## config.mk

```make
export PLATFORM = sky130hd
export DESIGN_NAME = sdram_init_refresh
export DESIGN_NICKNAME = d
export VERILOG_FILES = /design/src/rtl/sdram_init_refresh_pkg.sv /design/src/rtl/sdram_ref_timer.sv /design/src/rtl/sdram_init_refresh.sv
export SDC_FILE = /design/constraint.sdc
export NUM_CORES = 1
export LEC_CHECK = 0
export BUFFER_PORTS_ARGS = -buffer_cell sky130_fd_sc_hd__buf_2
export CAP_MARGIN = 20
export CELL_PAD_IN_SITES_DETAIL_PLACEMENT = 1
export CELL_PAD_IN_SITES_GLOBAL_PLACEMENT = 1
export CORE_MARGIN = 2
export CORE_UTILIZATION = 40
export DETAILED_ROUTE_END_ITERATION = 12
export PLACE_DENSITY_LB_ADDON = 0.05
export REMOVE_ABC_BUFFERS = 1
export SYNTH_ARGS = -nofsm -noshare
export SYNTH_HDL_FRONTEND = slang
export SYNTH_SLANG_ARGS = --single-unit
```

## constraint.sdc

```tcl
create_clock -name clk_c1 -period 2.6 [get_ports clk_c1]
set_input_delay 0.52 -clock clk_c1 [delete_from_list [all_inputs] [get_ports clk_c1]]
set_output_delay 0.52 -clock clk_c1 [all_outputs]
set_load 0.005 [all_outputs]
```

## src/rtl/sdram_init_refresh_pkg.sv

```systemverilog
// Shared SDRAM definitions: command encodings, controller states, default timing.
// Also imported by the read/write controller and the command arbiter.
package sdram_init_refresh_pkg;

  // {cs_n, ras_n, cas_n, we_n}
  localparam logic [3:0] CMD_NOP  = 4'b0111;
  localparam logic [3:0] CMD_PRE  = 4'b0010;
  localparam logic [3:0] CMD_AREF = 4'b0001;
  localparam logic [3:0] CMD_LMR  = 4'b0000;
  localparam logic [3:0] CMD_INH  = 4'b1111;

  typedef enum logic [2:0] {
    S_IDLE, S_PWR, S_PRE, S_AREF, S_MRS, S_WAIT, S_READY, S_REF
  } state_e;

  typedef struct packed {
    logic        cke;
    logic [3:0]  cmd;
    logic [12:0] addr;
    logic [1:0]  ba;
  } sdram_bus_t;

  localparam sdram_bus_t BUS_RST = '{cke: 1'b0, cmd: CMD_INH, addr: 13'd0, ba: 2'd0};

  localparam int          DEF_CLK_MHZ      = 100;
  localparam int          DEF_T_PWR_US     = 200;
  localparam int          DEF_T_RP         = 2;
  localparam int          DEF_T_RFC        = 7;
  localparam int          DEF_T_MRD        = 2;
  localparam int          DEF_INIT_REF_NUM = 8;
  localparam int          DEF_REF_INTERVAL = 781;
  localparam logic [12:0] DEF_MODE_REG     = 13'h0032;

  // Bits needed to hold 0..n-1.
  function automatic int cnt_w(input int n);
    return (n <= 2) ? 1 : $clog2(n);
  endfunction

endpackage

```

## src/rtl/sdram_ref_timer.sv

```systemverilog
// Refresh interval timer: raises ref_req every REF_INTERVAL cycles while enabled,
// flags ref_miss if an interval ends with the previous request still unserved.
module sdram_ref_timer
  import sdram_init_refresh_pkg::*;
#(
  parameter int REF_INTERVAL = DEF_REF_INTERVAL
) (
  input  logic clk_c1,
  input  logic rst_n,
  input  logic enable,
  input  logic clear,
  input  logic ack,
  output logic ref_req,
  output logic ref_miss
);

  localparam int            TW   = cnt_w(REF_INTERVAL);
  localparam logic [TW-1:0] LAST = TW'(REF_INTERVAL - 1);

  logic [TW-1:0] tmr;
  logic          wrap;

  assign wrap = (tmr == LAST);

  always_ff @(posedge clk_c1 or negedge rst_n) begin
    if (!rst_n) begin
      tmr      <= '0;
      ref_req  <= 1'b0;
      ref_miss <= 1'b0;
    end else if (clear || !enable) begin
      tmr      <= '0;
      ref_req  <= 1'b0;
      ref_miss <= 1'b0;
    end else begin
      tmr     <= wrap ? '0 : tmr + 1'b1;
      // A wrap on the grant edge re-arms the request rather than losing it.
      ref_req <= wrap | (ref_req & ~ack);
      if (wrap && ref_req && !ack) ref_miss <= 1'b1;
    end
  end

endmodule

```

## src/rtl/sdram_init_refresh.sv

```systemverilog
// SDRAM power-up init (power wait, PRECHARGE ALL, N x AUTO REFRESH, LOAD MODE)
// followed by periodic AUTO REFRESH under a request/grant handshake.
module sdram_init_refresh
  import sdram_init_refresh_pkg::*;
#(
  parameter int          CLK_MHZ      = DEF_CLK_MHZ,
  parameter int          T_PWR_US     = DEF_T_PWR_US,
  parameter int          T_RP         = DEF_T_RP,
  parameter int          T_RFC        = DEF_T_RFC,
  parameter int          T_MRD        = DEF_T_MRD,
  parameter int          INIT_REF_NUM = DEF_INIT_REF_NUM,
  parameter logic [12:0] MODE_REG     = DEF_MODE_REG,
  parameter int          REF_INTERVAL = DEF_REF_INTERVAL
) (
  input  logic        clk_c1,
  input  logic        rst_n,
  input  logic        sys_rst_n,
  input  logic        ref_grant,
  output logic        sdram_cke,
  output logic [3:0]  sdram_cmd,
  output logic [12:0] sdram_addr,
  output logic [1:0]  sdram_ba,
  output logic        bus_own,
  output logic        init_done,
  output logic        ref_req,
  output logic        ref_done,
  output logic        ref_miss
);

  localparam int            PWR_CYC  = CLK_MHZ * T_PWR_US;
  localparam int            PW       = cnt_w(PWR_CYC);
  localparam int            DW       = cnt_w(T_RFC) + 1;
  localparam int            SW       = cnt_w(INIT_REF_NUM + 2);
  localparam logic [PW-1:0] PWR_LAST = PW'(PWR_CYC - 1);
  // step_q counts init commands after PRECHARGE: 1..N refreshes, N+1 = mode set
  localparam logic [SW-1:0] STEP_LMR = SW'(INIT_REF_NUM);
  localparam logic [SW-1:0] STEP_RDY = SW'(INIT_REF_NUM + 1);

  state_e        state_q, state_d;
  logic [PW-1:0] pwr_q, pwr_d;
  logic [DW-1:0] dly_q, dly_d;
  logic [SW-1:0] step_q, step_d;
  sdram_bus_t    bus_q, bus_d;
  logic          bus_own_d, init_done_d, ref_done_d;
  logic          grant_ok;

  assign grant_ok = (state_q == S_READY) && ref_req && ref_grant;

  always_ff @(posedge clk_c1 or negedge rst_n) begin
    if (!rst_n) begin
      state_q <= S_IDLE;
      pwr_q   <= '0;
      dly_q   <= '0;
      step_q  <= '0;
    end else begin
      state_q <= state_d;
      pwr_q   <= pwr_d;
      dly_q   <= dly_d;
      step_q  <= step_d;
    end
  end

  // Wait loads are T-2 because the issuing state itself takes one cycle.
  always_comb begin
    state_d = state_q;
    pwr_d   = pwr_q;
    dly_d   = dly_q;
    step_d  = step_q;
    if (!sys_rst_n) begin
      state_d = S_IDLE;
      pwr_d   = '0;
      dly_d   = '0;
      step_d  = '0;
    end else begin
      case (state_q)
        S_IDLE:  begin state_d = S_PWR; pwr_d = '0; end
        S_PWR:   if (pwr_q == PWR_LAST) state_d = S_PRE;
                 else pwr_d = pwr_q + 1'b1;
        S_PRE:   begin state_d = S_WAIT; dly_d = DW'(T_RP - 2); end
        S_AREF:  begin state_d = S_WAIT; dly_d = DW'(T_RFC - 2); end
        S_MRS:   begin state_d = S_WAIT; dly_d = DW'(T_MRD - 2); end
        S_WAIT: begin
          if (dly_q != '0) dly_d = dly_q - 1'b1;
          else if (step_q == STEP_RDY) state_d = S_READY;
          else begin
            state_d = (step_q == STEP_LMR) ? S_MRS : S_AREF;
            step_d  = step_q + 1'b1;
          end
        end
        S_READY: if (grant_ok) begin state_d = S_REF; dly_d = DW'(T_RFC - 1); end
        S_REF:   if (dly_q != '0) dly_d = dly_q - 1'b1;
                 else state_d = S_READY;
        default: state_d = S_IDLE;
      endcase
    end
  end

  // Outputs decode the next state so they register on the same edge as the state.
  always_comb begin
    bus_d       = '{cke: 1'b1, cmd: CMD_NOP, addr: 13'd0, ba: 2'd0};
    bus_own_d   = 1'b1;
    init_done_d = 1'b0;
    ref_done_d  = 1'b0;
    case (state_d)
      S_IDLE:  bus_d = BUS_RST;
      S_PRE:   begin bus_d.cmd = CMD_PRE; bus_d.addr[10] = 1'b1; end
      S_AREF:  bus_d.cmd = CMD_AREF;
      S_MRS:   begin bus_d.cmd = CMD_LMR; bus_d.addr = MODE_REG; end
      S_READY: begin
        bus_own_d   = 1'b0;
        init_done_d = 1'b1;
        ref_done_d  = (state_q == S_REF);
      end
      S_REF: begin
        init_done_d = 1'b1;
        if (state_q == S_READY) bus_d.cmd = CMD_AREF;
      end
      default: ;
    endcase
  end

  always_ff @(posedge clk_c1 or negedge rst_n) begin
    if (!rst_n) begin
      bus_q     <= BUS_RST;
      bus_own   <= 1'b1;
      init_done <= 1'b0;
      ref_done  <= 1'b0;
    end else begin
      bus_q     <= bus_d;
      bus_own   <= bus_own_d;
      init_done <= init_done_d;
      ref_done  <= ref_done_d;
    end
  end

  assign sdram_cke  = bus_q.cke;
  assign sdram_cmd  = bus_q.cmd;
  assign sdram_addr = bus_q.addr;
  assign sdram_ba   = bus_q.ba;

  sdram_ref_timer #(.REF_INTERVAL(REF_INTERVAL)) u_ref_timer (
    .clk_c1   (clk_c1),
    .rst_n    (rst_n),
    .enable   (init_done),
    .clear    (!sys_rst_n),
    .ack      (grant_ok),
    .ref_req  (ref_req),
    .ref_miss (ref_miss)
  );

endmodule

```

==> metrics.txt <==
outcome finished, final reports clean; gpl congestion 0.739; post-DP HPWL 4510 um; Worst Skew 0.00560 ns; overall power 1.29 mW; minimum clock period 2.25 ns; Starting Density 0.407; count leader, synth dfrtp_1; Inserted Diodes 0; Most used DFF post-synth dfrtp_1; Total Wirelength 6090 um; hold crit path type input pin to async pin; slowest CP cell or4_1; cts bufs inserted 5; Cell Count Post-Placement 379; post-route antenna net violation count 0; TritonRoute pass-1 iters 4; period utilization 0.865; largest net degree at the start of global routing 30; worst endpoint required time 2.84 ns; # setup viols final 0; Leak 1.29 nW; Ys Warns 0; vias in the first global route 2102; Clock Tree Buf Depth 2; Netlist cell types 57; Syn Area/Cell 9.71 um^2; CP arrival 2.49 ns; All-Layer GR Usage 0.177; maximum vdd ir drop 0.188 mV; first-pass GRT wire length 10500 um; Achievable Freq 0.445 GHz; Max-cap violations 0; Placement Rows 30; vias per inst 5.41; IO Count 29; Post-synth top cells 43 x dfrtp_1, 26 x nor2_1, 19 x nand2_1, 13 x buf_4; initial antenna violation count 0; crit-path max FO 15; DR iter-0 viols 41; CP Class flop to flop; Post-synth EDFFs 0; post-synth top area share 0.396; largest cells by area after synthesis dfrtp_1 40%, dfstp_2 4.8%, ha_1 3.7%; Die H 86.4 um; clock sinks 48; number of remaining DRC errors 0; total number of vias 2093; Layout area overhead 10.4%; core area 6680 um^2; Root Buffer clkbuf_8; IO Port Bufs 17; CP max stage delay 0.46 ns; Clk pin slew, worst setup/hold paths 0.10 ns; Slew headroom 0.568; Min Hold Slack 0.224 ns; DIE WIDTH 86.4 um; Async SR Flop Fraction 1.00; Setup Buffers After CTS 0; grt ovf 0; power per cell area 430 nW/um^2; Cell Area, Synth 2720 um^2; setup_tns 0 ns; Gates resized, CTS repair 0; cts hold-fix bufs 0; crit path capture type flop; final net count 318; Mapped Cells 280; Worst Tran Pin Value 0.648 ns; Avg WL per Cell 15.7 um; H-tree Lvls 2; die area 7470 um^2; sequential-to-total area share from yosys stat 0.444; CP Launch Type flop; share of cells above drive strength 1 0.199; CP Cell Sequence inv_1 > ha_1 > or2_1 > a211oi_1 > nor3_2 > buf_6 > or4_1 > a21oi_1; unrepaired setup endpoints after global routing no; clk_lat worst skew 0.31 ns; #FFs+latches synth 48; post-synth top area cell dfrtp_1; CTS tree done; final-report hold violation count 0; Pins Over Slew Limit 0; final cell count without fillers 387
-- where the power goes --
part           switching, mW  internal, mW  leakage, nW
Combinational         0.0436        0.0195        0.591
Clock                  0.282         0.193       0.0485
Sequential           0.00259         0.751        0.648
Total                  0.328         0.964         1.29
-- routing by layer --
metal / wire length [um] / global-route usage / part of all wire
met2: 2880 / 0.298 / 0.47
met3: 173 / 0.0286 / 0.028
met4: 72 / 0.0469 / 0.012
met5: 0 / 0 / 0
met1: 2960 / 0.237 / 0.49
-- cells in the final DEF (no fill, tap or decap), drive strengths merged, types with 9 or more instances in the layout --
cell type	synthesis	routed
a21oi	12	12
buf	19	34
conb	1	11
dfrtp	43	43
inv	12	13
nand2	19	19
nand3	12	12
nor2	26	26
o21ai	10	10
xor2	9	9
-- through the flow --
stage / instance area (um^2) / setup slack, ns / util
6_report: 3000 / 0.351 / 0.449
5_1_grt: 3000 / 0.177 / 0.449
4_1_cts: 3000 / 0.323 / 0.449
3_5_place_dp: 2910 / 0.338 / 0.436
3_3_place_gp: 2900 / 0.275 / 0.434
2_1_floorplan: 2580 / 0.264 / -
-- state kept, by name, summed over array words and instances (netlist names), 2 cells and up --
register,flops
sdram_cmd,4
dly_q,4
sdram_addr,2
u_ref_timer.tmr,10
state_q,3
pwr_q,15
step_q,4
-- critical path, delay by kind of cell (launching register included) --
kind | cells | cell delay, ns
adders and majority gates | 1 | 0.20
and+or+nand+nor | 3 | 0.83
DFF | 1 | 0.44
AOI/OAI and AO/OA | 2 | 0.45
buffers and inverters | 2 | 0.25
-- logic make-up after synthesis --
kind of cell / after synthesis / share of synthesized area
other: 1 / 0.00138
buffers and inverters: 37 / 0.0810
AND/OR/NAND/NOR: 116 / 0.246
AO/OA/AOI/OAI: 52 / 0.130
multiplexers: 5 / 0.0184
adder cells (fa/ha/maj): 8 / 0.0368
flip-flops: 48 / 0.444
XOR/XNOR: 13 / 0.0419
-- worst paths after layout --
path	start	to	slack, ns	cells past startpoint
min in group clk_c1	sys_rst_n	sdram_cke	0.50	2
min reg2reg	u_ref_timer.ref_miss	u_ref_timer.ref_miss	0.51	1
min	rst_n	step_q[2]	0.22	1
max in group asynchronous	rst_n	pwr_q[14]	1.76	2
max	step_q[0]	pwr_q[5]	0.35	8
max reg2reg	step_q[0]	pwr_q[5]	0.35	8
-- final cells by class --
| class | count | area [um^2] |
|---|---|---|
| fill | 778 | 3680 |
| multi-input combinational | 205 | 1330 |
| sequential | 48 | 1210 |
| timing repair buffer | 34 | 229 |
| tap | 80 | 100 |
| clock buffer | 5 | 68.8 |
| inverter | 12 | 45.0 |
| clock inverter | 3 | 22.5 |
(Power assumes the default switching activity.)
